===== config.mk =====
export PLATFORM = sky130hd
export DESIGN_NAME = uart_tx_fifo
export DESIGN_NICKNAME = d
export VERILOG_FILES = /design/src/rtl/uart_tx_fifo.sv
export SDC_FILE = /design/constraint.sdc
export NUM_CORES = 1
export LEC_CHECK = 0
export CAP_MARGIN = 20
export CORE_ASPECT_RATIO = 1.1
export CORE_MARGIN = 5
export CORE_UTILIZATION = 32
export DETAILED_ROUTE_END_ITERATION = 10
export RECOVER_POWER = 100
export SYNTH_ARGS = -nofsm -noshare
export SYNTH_HDL_FRONTEND = slang
export SYNTH_SLANG_ARGS = --single-unit

===== constraint.sdc =====
create_clock -name i_clk -period 2.95 [get_ports i_clk]
set_clock_uncertainty 0.2 [all_clocks]
set_input_delay 0.4425 -clock i_clk [delete_from_list [all_inputs] [get_ports i_clk]]
set_output_delay 0.4425 -clock i_clk [all_outputs]
set_load 0.005 [all_outputs]

===== src/rtl/uart_tx_fifo.sv =====
// uart_tx_fifo: FIFO-fed UART transmitter, LSB first, registered line.
// Define UART_TX_PARITY_EN to append an even-parity bit after the data.
module uart_tx_fifo #(
  parameter int DATA_WIDTH   = 8,
  parameter int CLKS_PER_BIT = 868,
  parameter int STOP_BITS    = 1
) (
  input  logic                  i_clk,
  input  logic                  i_rst_n,
  input  logic                  i_fifo_empty,
  input  logic [DATA_WIDTH-1:0] i_fifo_data,
  output logic                  o_fifo_read,
  output logic                  o_tx,
  output logic                  o_busy,
  output logic                  o_tx_done
);

  localparam int CW = $clog2(CLKS_PER_BIT);
  localparam int IW = $clog2(DATA_WIDTH);
  localparam logic [CW-1:0] CNT_LAST = CW'(CLKS_PER_BIT - 1);
  localparam logic [IW-1:0] BIT_LAST = IW'(DATA_WIDTH - 1);
  localparam logic [IW-1:0] STP_LAST = IW'(STOP_BITS - 1);

  typedef enum logic [2:0] {
    IDLE,
    START,
    DATA,
`ifdef UART_TX_PARITY_EN
    PARITY,
`endif
    STOP
  } state_t;

  state_t                state_q, state_d;
  logic [CW-1:0]         cnt_q, cnt_d;
  logic [IW-1:0]         idx_q, idx_d;
  logic [DATA_WIDTH-1:0] sh_q, sh_d;
  logic                  tx_d;
  logic                  bit_end;
  logic                  load;
  logic                  done;
`ifdef UART_TX_PARITY_EN
  logic                  par_q, par_d;
`endif

  assign bit_end     = (cnt_q == CNT_LAST);
  assign o_fifo_read = load & i_rst_n;
  assign o_busy      = (state_q != IDLE);
  assign o_tx_done   = done;

  always_comb begin
    state_d = state_q;
    cnt_d   = cnt_q + 1'b1;
    idx_d   = idx_q;
    sh_d    = sh_q;
    load    = 1'b0;
    done    = 1'b0;
    unique case (state_q)
      IDLE: begin
        cnt_d = '0;
        if (!i_fifo_empty) begin
          load    = 1'b1;
          state_d = START;
        end
      end
      START: begin
        if (bit_end) begin
          cnt_d   = '0;
          idx_d   = '0;
          state_d = DATA;
        end
      end
      DATA: begin
        if (bit_end) begin
          cnt_d = '0;
          sh_d  = sh_q >> 1;
          if (idx_q == BIT_LAST) begin
            idx_d   = '0;
`ifdef UART_TX_PARITY_EN
            state_d = PARITY;
`else
            state_d = STOP;
`endif
          end else begin
            idx_d = idx_q + 1'b1;
          end
        end
      end
`ifdef UART_TX_PARITY_EN
      PARITY: begin
        if (bit_end) begin
          cnt_d   = '0;
          state_d = STOP;
        end
      end
`endif
      STOP: begin
        if (bit_end) begin
          cnt_d = '0;
          if (idx_q == STP_LAST) begin
            done  = 1'b1;
            idx_d = '0;
            // chain straight into the next frame when a word is waiting
            if (!i_fifo_empty) begin
              load    = 1'b1;
              state_d = START;
            end else begin
              state_d = IDLE;
            end
          end else begin
            idx_d = idx_q + 1'b1;
          end
        end
      end
      default: begin
        state_d = IDLE;
        cnt_d   = '0;
      end
    endcase

    if (load) sh_d = i_fifo_data;
`ifdef UART_TX_PARITY_EN
    par_d = par_q;
    if (load) par_d = ^i_fifo_data;
`endif

    // line level follows the state being entered, so o_tx is a plain flop
    unique case (state_d)
      START:   tx_d = 1'b0;
      DATA:    tx_d = sh_d[0];
`ifdef UART_TX_PARITY_EN
      PARITY:  tx_d = par_q;
`endif
      default: tx_d = 1'b1;
    endcase
  end

  always_ff @(posedge i_clk) begin
    if (!i_rst_n) begin
      state_q <= IDLE;
      cnt_q   <= '0;
      idx_q   <= '0;
      sh_q    <= '0;
      o_tx    <= 1'b1;
`ifdef UART_TX_PARITY_EN
      par_q   <= 1'b0;
`endif
    end else begin
      state_q <= state_d;
      cnt_q   <= cnt_d;
      idx_q   <= idx_d;
      sh_q    <= sh_d;
      o_tx    <= tx_d;
`ifdef UART_TX_PARITY_EN
      par_q   <= par_d;
`endif
    end
  end

endmodule


==> results.md, run 1 <==
- Status: completed
- Fin Hold WS: 0.265 ns
- TritonCTS clock tree: yes
- Via count: 967
- Starting Density: about a third
- Area Overhead vs Synth: 22.7%
- Kind of critical path: reg -> out
- Synth Warn #: 0
- Post-route minimum period: 2.78 ns
- Die height: 75.9 um
- Post-Syn Instances: 136
- Worst hold-check path type: reg -> reg
- Post-route cell area: 0.00155 mm2
- Global-route wire length before repair: 4.42 mm
- Critical Path Start Type: flop
- Leak Pwr: 0.592 nW
- Number of flops mapped to enable cells by yosys: 0
- Initial antenna violation count: 0
- Row cnt: 24
- FF+latch count, synth: 25
- Post-DRT Antenna Nets: 0
- Final setup viols: 0
- Final slew viol count: 0
- Worst skew pair latency: 0.27 ns
- Fin. Hold Viols: 0
- Vias in the first global route: 1,067
- Maximum fanout along the worst path: 4
- Reg clk slew, reported paths: ~0.08 ns
- H-Tree Depth: 1
- DR iter-0 viols: 22
- Die width: ~70 um
- Sequential area share after synthesis: 39.6%
- Yosys top cell area share: 39.6%
- Synth Area per Inst: between 9 and 10 um2
- Leading area contributor after synthesis: dfxtp_1
- Peak Freq: approximately 0.36 GHz
- PwrDens: 393 mW/mm2
- Hold Crit Start: cnt_q[0]
- Distinct cell type count after synthesis: 39
- DP Area: around 0.0015 mm2
- Crit end category: output port
- Period utilisation layout: 94.3%
- TritonCTS Buffers: 3
- CP required: 2.31 ns
- Async SR Flop Fraction: 0%
- Ant diodes: 0
- Global placement routability congestion: 0.796
- Routed length per placed instance: 11.6 um
- DRC errors left: 0
- Total grt overflow: 0
- Reg-to-reg startpoint: cnt_q[0]
- Die ar.: roughly 0.0053 mm2
- Top Ports: 15
- PortBufs: 14
- Post-Route WL: 2.40 mm
- Fraction of layout cells with a size suffix above 1: 12.9%
- Clock buffer depth: 2
- Largest net degree at the start of global routing: 15
- Filler cell count: 407
- Tot GR Track Use: 10.1%
- Crit path DAT: 2.14 ns
- Max VDD drop: 0.264 mV
- Max-cap violation count: 0
- Vias per inst: 4.67
- Root Buffer Master: clkbuf_8
- Clk sinks: 25
- Post-cts hold buffer count: 0
- DR pass1 iterations: 4
- Core area: 0.00390 mm2
- Worst Setup SP: cnt_q[0]
- Fin nets: 171
- Syn_nets: 151
- DP Wirelength: 1.86 mm
- Post-Syn Area: 0.00126 mm2
- Top post-synthesis cells by area: dfxtp_1, mux2i_1, nor2_1
- Top_reg_cell synth: dfxtp_1
-- cells in the mapped netlist (all sizes together), types with 4 or more instances --
cell / instances
ha: 4
nand3: 5
nor2: 18
dfxtp: 25
nand2: 12
xnor2: 6
inv: 6
nor2b: 6
mux2i: 9
and3: 4
o211a: 6
-- metal layers --
metal	up-vias	global-route usage, %	routed length (um)
li1	502	-	-
met1	447	10.6	1060
met2	13	18.3	1190
met3	5	3.04	100
met4	0	4.02	43
met5	-	0	0
-- layout by cell type, fill, tap and decap left out, types with 2 or more instances in the layout --
cell type / netlist / layout
inv_1: 6 / 6
clkdlybuf4s50_1: 0 / 13
a21boi_0: 2 / 2
nand2b_1: 2 / 2
xor2_1: 3 / 3
clkbuf_8: 0 / 3
nor3_1: 2 / 2
nor2_1: 18 / 18
and3_1: 4 / 4
dfxtp_1: 25 / 25
ha_1: 4 / 4
nand3_1: 5 / 5
nand2_1: 12 / 12
mux2i_1: 8 / 8
buf_4: 1 / 6
o211a_1: 6 / 6
nor2b_1: 6 / 6
or3_1: 2 / 2
xnor2_1: 6 / 6
nor4_4: 1 / 2
-- path summary, 6_finish.rpt --
check / cells past startpoint / slack, ns / endpoint
worst max-delay path: 5 / 0.17 / o_tx_done
worst min-delay path: 1 / 0.27 / cnt_q[0]
worst max register to register: 7 / 0.63 / o_tx
worst min register to register: 1 / 0.27 / cnt_q[0]
-- layout make-up --
class | instances | area, um2 | share of cell area, %
clock buffer | 3 | 41.3 | 2.66
clock inverter | 1 | 5.00 | 0.322
inverter | 6 | 22.5 | 1.45
multi-input combinational | 100 | 733 | 47.2
sequential | 25 | 500 | 32.2
tap | 52 | 65.1 | 4.19
timing repair buffer | 20 | 185 | 11.9
-- state kept, by name, summed over array words and instances, names as in the netlist --
signal and flops:
sh_q 8, cnt_q 10, state_q 3, idx_q 3
o_tx 1
-- metrics by stage --
step | TNS (ns) | util, % | power [mW] | worst slack [ns] | std cells
detailed placement | 0 | 38.0 | 0.416 | 0.211 | 202
floorplan | 0 | - | 0.388 | 0.686 | 136
finish | 0 | 39.8 | 0.610 | 0.168 | 207
global route | -0.00311 | 39.8 | 0.643 | -0.00311 | 207
CTS | 0 | 39.4 | 0.620 | 0.0299 | 206
global placement | 0 | 38.0 | 0.414 | 0.366 | 202
-- cell families (layout without fill, tap and decap cells) --
family          count (synthesis)  after routing  synth area share [%]
flops                          25             25                  39.6
simple gates                   60             60                  25.5
fa+ha+maj                       4              4                  3.96
xor+xnor                        9              9                  6.23
buf+inv                        11             30                  3.66
compound gates                 15             15                  11.3
mux                            11             11                  9.50
other cells                     1              1                 0.296
-- power by group --
part / total (mW) / internal [mW] / leakage (nW) / switching (mW)
Clock: 0.204 / 0.0946 / 0.0255 / 0.109
Combinational: 0.0554 / 0.0336 / 0.363 / 0.0218
Sequential: 0.351 / 0.346 / 0.203 / 0.00540
-- critical path: stages, from the launching register on --
cell	delay [ns]
dfxtp_1	0.38
ha_1	0.22
nand4b_1	0.23
nor4_4	0.36
nor2b_1	0.18
clkdlybuf4s50_1	0.51
-- what timing repair did --
item | CTS | global route
setup buffers | 0 | 1
resized for setup | 1 | 1
endpoints found under the setup margin | 1 | 2
hold endpoints to repair | 0 | 0
pin swaps | 0 | 1
Note: power is estimated with default switching activity, not from simulation.
==> inputs of run 2 (changes only) <==
Settings changed: CORE_UTILIZATION 32 to 43, TNS_END_PERCENT from default to 1.
==> results.md, run 2 (same netlist as run 1, synthesis figures left out) <==
- Kind of critical path: reg -> out
- DRC errors left: 0
- Fin nets: roughly 170
- Core area: 0.00280 mm2
- Worst skew pair latency: 0.31 ns
- Top reg by flops: cnt_q
- PortBufs: 14
- Worst hold-check path type: reg -> reg
- Top Ports: 15
- Largest regs: cnt_q (10), sh_q (8)
- Buf/Inv on CP: 1
- Die width: between 60 and 70 um
- H-Tree Depth: 1
- Status: completed
- Row cnt: 20
- Clock buffer depth: 2
- Post-DRT Antenna Nets: 0
- Max VDD drop: approximately 0.26 mV
- Final core occ: 53.9%
- Ant diodes: 0
- Fraction of layout cells with a size suffix above 1: 13.5%
- Reg clk slew, reported paths: ~0.13 ns
- Critical-path top delay cell: clkdlybuf4s50_1
- Routed length per placed instance: 12.4 um
- Die ar.: 0.00413 mm2
- Final setup viols: 0
- DR pass1 iterations: 4
- Total grt overflow: 0
- Initial antenna violation count: 0
- Maximum fanout along the worst path: 4
- Vias in the first global route: 906
- Peak Freq: 0.359 GHz
- Fin. Hold Viols: 0
- CP required: about 2.3 ns
- Max-cap violation count: 0
- Leak Pwr: 0.586 nW
- PwrDens: 367 mW/mm2
- TritonCTS clock tree: yes
- Crit path cell chain: ha_1 > nand4b_1 > nor3_2 > a2bb2oi_2 > nor2b_1 > clkdlybuf4s50_1
- Via count: 939
- CP top delay family: simple AND/OR/NAND/NOR gates
- Max reg flops: 10
- Die height: 66.9 um
- Post-route minimum period: 2.79 ns
- Period utilisation layout: 94.4%
- Critical Path Max Stage Delay: 0.52 ns
- TritonCTS Buffers: 3
- DP Wirelength: 1.72 mm
- Most frequent cells in the layout: dfxtp_1, nor2_1, clkdlybuf4s50_1
- Clk sinks: 25
- Root Buffer Master: clkbuf_4
- Critical Path Start Type: flop
- DR iter-0 viols: between 80 and 90
- Commonest non-fill, non-tap cell in the layout: dfxtp_1
- Largest net degree at the start of global routing: 15
- Crit path DAT: approximately 2.1 ns
- Global placement routability congestion: 0.790
- Crit end category: output port
- Vias per inst: 4.99
- Area Overhead vs Synth: 19.5%
- Starting Density: 45.1%
- Global-route wire length before repair: 4.05 mm
- Pwr Total: roughly 0.55 mW
- Final slew viol count: 0
- Post-Route WL: 2.33 mm
- Tot GR Track Use: 13.2%
==> run 2: cell types whose count changed in the layout (fill, tap and decap cells not counted) <==
cell and delta:
dfxtp_1 -1, clkbuf_8 -3, dfxtp_2 +1, clkbuf_4 +3
==> run 2: layout make-up <==
type / count / area, um2
fill: 265 / 1290
multi-input combinational: 100 / 733
sequential: 25 / 502
timing repair buffer: 20 / 185
tap: 33 / 41.3
clock buffer: 3 / 22.5
inverter: 6 / 22.5
clock inverter: 1 / 5.00
==> run 2: through the flow <==
| step | hold slack [ns] | cell area (um2) | TNS, ns | worst slack, ns | std cells |
|---|---|---|---|---|---|
| after global placement | 0.247 | 1450 | 0 | 0.280 | 182 |
| after global routing | 0.306 | 1510 | -0.0380 | -0.0380 | 188 |
| after detailed placement | 0.251 | 1450 | 0 | 0.279 | 182 |
| after floorplan | 0.230 | 1260 | 0 | 0.686 | 136 |
| final | 0.277 | 1510 | 0 | 0.164 | 188 |
| after CTS | 0.283 | 1490 | 0 | 0.00994 | 186 |
==> run 2: worst register-to-register path: stages (launching register included) <==
cell	delay, ns
dfxtp_1	0.39
ha_1	0.22
nand4b_1	0.24
buf_4	0.22
nor4_4	0.29
mux2_4	0.33
mux2i_2	0.23
a31oi_2	0.11
==> run 2: repair_timing <==
| action | in CTS | in global routing |
|---|---|---|
| resized for setup | 1 | 2 |
| endpoints found under the setup margin | 1 | 2 |
| hold endpoints to repair | 0 | 0 |
| pin swaps | 0 | 3 |
| setup buffers | 0 | 2 |
| hold buffers | 0 | 0 |
==> run 2: path summary, 6_finish.rpt <==
path	startpoint	endpoint	slack [ns]	cells past startpoint
max	cnt_q[0]	o_fifo_read	0.16	6
min	cnt_q[0]	cnt_q[0]	0.28	1
max reg2reg	cnt_q[0]	o_tx	0.61	7
min reg2reg	cnt_q[0]	cnt_q[0]	0.28	1
==> run 2: per-layer routing <==
metal | vias to the layer above | global-route usage, % | share of wire [%]
met2 | 11 | 21.6 | 51
met5 | - | 0 | 0
met1 | 421 | 15.9 | 45
met3 | 2 | 3.10 | 3.7
met4 | 0 | 6.37 | 0.82
li1 | 505 | - | -
==> run 2: power by group <==
group          switching [mW]  internal, mW
logic                  0.0217        0.0331
clock network          0.0973        0.0506
registers             0.00560         0.346
